[src/rtl/ifm_window_gen.sv]
// Streaming 3x3 sliding-window generator feeding the 9-PE array.
// Two line buffers hold the previous rows; a 3x3 register window shifts one column per accepted pixel.
module ifm_window_gen #(
  parameter int DATA_W = 8,
  parameter int IMG_W  = 28,
  parameter int IMG_H  = 28
) (
  input  logic                       clk,
  input  logic                       rst_n,
  input  logic                       clr,
  input  logic [DATA_W-1:0]          in_pixel,
  input  logic                       in_valid,
  output logic                       in_ready,
  output logic [8:0][DATA_W-1:0]     ifm_window,
  output logic                       win_valid,
  input  logic                       win_ready,
  output logic                       frame_done
);

  localparam int CW = $clog2(IMG_W);
  localparam int RW = $clog2(IMG_H);

  logic [CW-1:0]             col_q, col_d;
  logic [RW-1:0]             row_q, row_d;
  logic                      win_valid_q, win_valid_d;
  logic                      frame_done_q, frame_done_d;
  logic [8:0][DATA_W-1:0]    win_q, win_d;

  logic [DATA_W-1:0]         lb0_mem [IMG_W];
  logic [DATA_W-1:0]         lb1_mem [IMG_W];
  logic [DATA_W-1:0]         lb0_rd, lb1_rd;

  logic acc, shift_en, last_col, last_row, emit;

  assign in_ready = !win_valid_q || win_ready;
  assign acc      = in_valid && in_ready;
  // clr wins over acceptance: the pixel presented during clr is dropped entirely.
  assign shift_en = acc && !clr;
  assign last_col = (col_q == CW'(IMG_W - 1));
  assign last_row = (row_q == RW'(IMG_H - 1));
  assign emit     = (row_q >= RW'(2)) && (col_q >= CW'(2));

  assign lb0_rd = lb0_mem[col_q];
  assign lb1_rd = lb1_mem[col_q];

  // Line buffers are never reset; row>=2 guarantees they are rewritten before use.
  always_ff @(posedge clk) begin
    if (shift_en) begin
      lb1_mem[col_q] <= lb0_rd;
      lb0_mem[col_q] <= in_pixel;
    end
  end

  always_comb begin
    col_d        = col_q;
    row_d        = row_q;
    win_valid_d  = win_valid_q;
    frame_done_d = 1'b0;
    if (clr) begin
      col_d       = '0;
      row_d       = '0;
      win_valid_d = 1'b0;
    end else begin
      if (win_ready) begin
        win_valid_d = 1'b0;
      end
      if (acc) begin
        if (last_col) begin
          col_d = '0;
          row_d = last_row ? '0 : row_q + RW'(1);
        end else begin
          col_d = col_q + CW'(1);
        end
        if (emit) begin
          win_valid_d = 1'b1;
        end
        frame_done_d = last_col && last_row;
      end
    end
  end

  // Window rows: element r*3+c, r=0 is the oldest row (lb1), c=2 the newest column.
  always_comb begin
    win_d = win_q;
    if (shift_en) begin
      for (int r = 0; r < 3; r++) begin
        win_d[r*3 + 0] = win_q[r*3 + 1];
        win_d[r*3 + 1] = win_q[r*3 + 2];
      end
      win_d[2] = lb1_rd;
      win_d[5] = lb0_rd;
      win_d[8] = in_pixel;
    end
  end

  always_ff @(posedge clk or negedge rst_n) begin
    if (!rst_n) begin
      col_q        <= '0;
      row_q        <= '0;
      win_valid_q  <= 1'b0;
      frame_done_q <= 1'b0;
      win_q        <= '0;
    end else begin
      col_q        <= col_d;
      row_q        <= row_d;
      win_valid_q  <= win_valid_d;
      frame_done_q <= frame_done_d;
      win_q        <= win_d;
    end
  end

  assign ifm_window = win_q;
  assign win_valid  = win_valid_q;
  assign frame_done = frame_done_q;

endmodule

[config.mk]
export PLATFORM = sky130hd
export DESIGN_NAME = ifm_window_gen
export DESIGN_NICKNAME = d
export VERILOG_FILES = /design/src/rtl/ifm_window_gen.sv
export SDC_FILE = /design/constraint.sdc
export NUM_CORES = 1
export LEC_CHECK = 0
export BUFFER_PORTS_ARGS = -buffer_cell sky130_fd_sc_hd__clkbuf_2
export CORE_MARGIN = 2
export CORE_UTILIZATION = 35
export CTS_BUF_LIST = sky130_fd_sc_hd__clkbuf_8
export CTS_CLUSTER_SIZE = 14
export DETAILED_ROUTE_END_ITERATION = 10
export GPL_ROUTABILITY_DRIVEN = 0
export PLACE_DENSITY = 0.57
export SLEW_MARGIN = 30
export SYNTH_ARGS = -nofsm -noshare
export SYNTH_HDL_FRONTEND = slang
export SYNTH_SLANG_ARGS = --single-unit
[constraint.sdc]
create_clock -name clk -period 2.7 [get_ports clk]
set_input_delay 0.54 -clock clk [delete_from_list [all_inputs] [get_ports clk]]
set_output_delay 0.54 -clock clk [all_outputs]
set_load 0.05 [all_outputs]
==> flow_summary.toml <==
[timing]
clock_skew_ps = 23.6
holdWs_ps = 334
clock.fmax_mhz = 384
setup_tns_ps = 0
worstMarginPinSlew_ps = 884
drv_slew = 0
min_period_over_period_pct = 96.4
relSlewSlack_pct = 41.0
period_needed_ps = 2600
hold_violations = 0
finalSetupViolCount = 0
rsz0062_at_grt = "false"

[cells_and_area]
drive_above_1_share_pct = 26.1
finish.net_count = 1422
num_antenna_cells = 0
area_growth_pct = 18.1
multiInputGateArea_um2 = 4730
final-seq-area_um2 = 15600
fillers = 5184

[pwr]
power.switching_mw = 4.90
p_seq_share_pct = 51.9
p_leak_nw = 8.62
ir_worst_vdd_v = 0.000474
combinationalPowerShare_pct = 12.3
clockPowerShare_pct = 35.8
finalPower_mw = 18.3
p_int_mw = 13.3
powerDensity_nw_per_um2 = 750
sw_frac_of_total_pct = 26.9

[setup_path]
critical-path-max-stage-delay_ps = 610
worstPathArrival_ps = 3140
endpoint_kind = "flop"
crit_chain = "buf_12 > mux4_2 > a211oi_1 > nand3_1 > buf_12 > mux2_2"
slowest_stage = "dfrtp_4"
path_class = "flop to flop"
crit_path_frequent_cell = "buf_12"
critPathMaxFanout = 29
cp_data_required_time_ps = 3240
cp-start-kind = "flop"

[yosys]
ys_async_sr_fraction_pct = 15.8
synth_edf_count = 448
synthFlopType = "edfxtp_1"
synth_warnings = 0
ys_ff_latch = 532
syn_area_um2 = 20600
ys_types = 53
syn_avg_cell_area_um2 = 17.3
syn_inst = 1194
ys_seq_area_share_pct = 75.5
syn_nets = 1213

[die]
core-area_um2 = 57900
die_y_um = 247
chipWidth_um = 247
io_pins = 88
initial_utilization_pct = 35.6
rows = 88
die_area_um2 = 60800

[drt]
routedWlPerCell_um = 22.8
via_per_inst = 5.11
num_vias = 11432
drtAntennaViolNets = 0
wl_um = 51100
drc = 0
first_pass_iters = 7
drt_iter0_markers = 1035

[cts]
clk_latency_ps = 660
clk_pin_slew_ps = 60
cts-buffers-inserted = 86
clockBufferDepth = 3
cts_tree = "yes"
htreeDepth = 3
clkSinkCount = 532
clock-root-buffer = "clkbuf_8"

[global_routing]
track_usage_pct = 16.9
grt_max_degree = 65
antenna_found_initial = 1
gr-total-overflow = 0
grt_pass1_vias = 11337
grt_pass1_wl_um = 75200

[placement]
portBuffers = 87
dpl.hpwl_um = 32900

[run_status]
outcome = "finished, final reports clean"

[hold_path]
hold_class = "input pin to flop"

[run]
drv_cap = 0
==> logic make-up (layout without fill, tap and decap cells) <==
| kind of cell | Yosys count | count (layout) | share of synthesized area (%) |
|---|---|---|---|
| AO/OA/AOI/OAI | 101 | 101 | 3.39 |
| XOR/XNOR | 2 | 2 | 0.0850 |
| flip-flops | 532 | 532 | 75.5 |
| adder cells (fa/ha/maj) | 6 | 6 | 0.364 |
| buffers and inverters | 72 | 348 | 1.77 |
| AND/OR/NAND/NOR | 296 | 296 | 6.39 |
| multiplexers | 185 | 185 | 12.5 |
==> worst paths after layout <==
path | depth (start not counted) | end | from | slack [ps]
max in group asynchronous | 3 | ifm_window[9] | rst_n | 1530
worst max register to register | 6 | ifm_window[40] | col_q[0] | 100
worst max-delay path | 6 | ifm_window[40] | col_q[0] | 100
min in group asynchronous | 2 | ifm_window[4] | rst_n | 450
worst min-delay path | 3 | col_q[1] | in_valid | 330
worst min register to register | 2 | ifm_window[51] | ifm_window[51] | 470
==> synth_stat cells, types with 2 or more instances <==
| library cell | instances | area [um^2] |
|---|---|---|
| ha_1 | 6 | 75.1 |
| o21ai_0 | 2 | 10.0 |
| or4b_2 | 2 | 20.0 |
| and2_1 | 11 | 68.8 |
| nand4bb_1 | 2 | 22.5 |
| a21oi_1 | 7 | 35.0 |
| nand2_1 | 190 | 713 |
| nor3_1 | 9 | 45.0 |
| nand3_1 | 21 | 105 |
| nor2_1 | 30 | 113 |
| buf_6 | 5 | 56.3 |
| mux2_2 | 15 | 169 |
| mux2i_1 | 113 | 1130 |
| a22oi_1 | 26 | 195 |
| a31oi_1 | 2 | 12.5 |
| a221oi_1 | 2 | 17.5 |
| inv_1 | 4 | 15.0 |
| a41oi_1 | 4 | 35.0 |
| o22ai_1 | 39 | 244 |
| nand4_1 | 2 | 12.5 |
| buf_1 | 7 | 26.3 |
| edfxtp_1 | 448 | 13500 |
| a211oi_1 | 9 | 67.6 |
| mux4_2 | 57 | 1280 |
| buf_4 | 7 | 52.6 |
| a211o_1 | 2 | 17.5 |
| buf_2 | 23 | 115 |
| nand3b_1 | 4 | 30.0 |
| o21ai_1 | 2 | 10.0 |
| clkbuf_1 | 25 | 93.8 |
| or4_1 | 3 | 22.5 |
| dfrtp_1 | 84 | 2100 |
| nand2b_1 | 5 | 31.3 |
| nor2b_1 | 7 | 43.8 |
==> critical path: cells and delay by family, from the launching register on <==
kind | cells | cell delay (ps)
buffers and inverters | 2 | 430
DFF | 1 | 610
AOI/OAI and AO/OA | 1 | 430
muxes | 2 | 780
and+or+nand+nor | 1 | 230
==> repair_timing <==
| item | 4_1_cts | 5_1_grt |
|---|---|---|
| endpoints found under the hold margin | 42 | 0 |
| hold buffers | 1 | 0 |
| cloned | 0 | 0 |
| endpoints found under the setup margin | 3 | 2 |
| resized for setup | 0 | 2 |
| setup buffers | 2 | 0 |
==> cell usage in the layout (no fill, tap or decap), types with 26 or more instances in the layout <==
master | synthesis | routed
nor2_1 | 30 | 27
o22ai_1 | 39 | 39
nand2_1 | 190 | 190
mux2i_1 | 113 | 111
a22oi_1 | 26 | 26
clkbuf_8 | 0 | 96
edfxtp_1 | 448 | 448
buf_4 | 7 | 80
dfrtp_1 | 84 | 82
clkbuf_2 | 1 | 86
mux4_2 | 57 | 57
inv_1 | 4 | 34
==> area by class of cell <==
| cell class | instances | area share (%) |
|---|---|---|
| Multi-Input combinational cell | 590 | 19.4 |
| Clock buffer | 96 | 5.43 |
| Sequential cell | 532 | 63.9 |
| Inverter | 4 | 0.0617 |
| Timing Repair Buffer | 189 | 6.03 |
| Tap cell | 765 | 3.93 |
| Clock inverter | 59 | 1.22 |
==> power groups by stage <==
stage               clock network [mW]  registers (mW)  logic (mW)
finish                            6.53            9.47        2.25
global route                      7.06            9.49        2.40
CTS                               6.69            9.47        2.28
detailed placement                   0            9.64        2.25
global placement                     0            9.63        2.23
floorplan                            0            10.3       0.784
==> flip-flops by register name, summed over array words and instances, names as in the netlist <==
register    count
ifm_window     72
col_q           5
frame_done      1
lb0_mem       224
row_q           5
win_valid       1
lb1_mem       224
==> metal layers <==
| metal | vias up | track usage [%] | share of wire (%) |
|---|---|---|---|
| met5 | - | 0 | 0.025 |
| met4 | 2 | 4.78 | 2.0 |
| met3 | 83 | 3.78 | 6.2 |
| met2 | 399 | 26.0 | 46 |
| met1 | 5893 | 24.1 | 46 |
| li1 | 5055 | - | - |
==> stage by stage <==
| stage | utilization, % | area (um^2) | setup slack, ps | std cells |
|---|---|---|---|---|
| floorplan | - | 20600 | -196 | 1194 |
| global placement | 39.2 | 22700 | -70.7 | 2078 |
| detailed placement | 39.2 | 22700 | -79.3 | 2078 |
| CTS | 42.0 | 24300 | 40.0 | 2236 |
| global route | 42.0 | 24300 | 17.5 | 2235 |
| finish | 42.0 | 24300 | 96.6 | 2235 |
No activity file was read; power rests on OpenSTA's default activity.
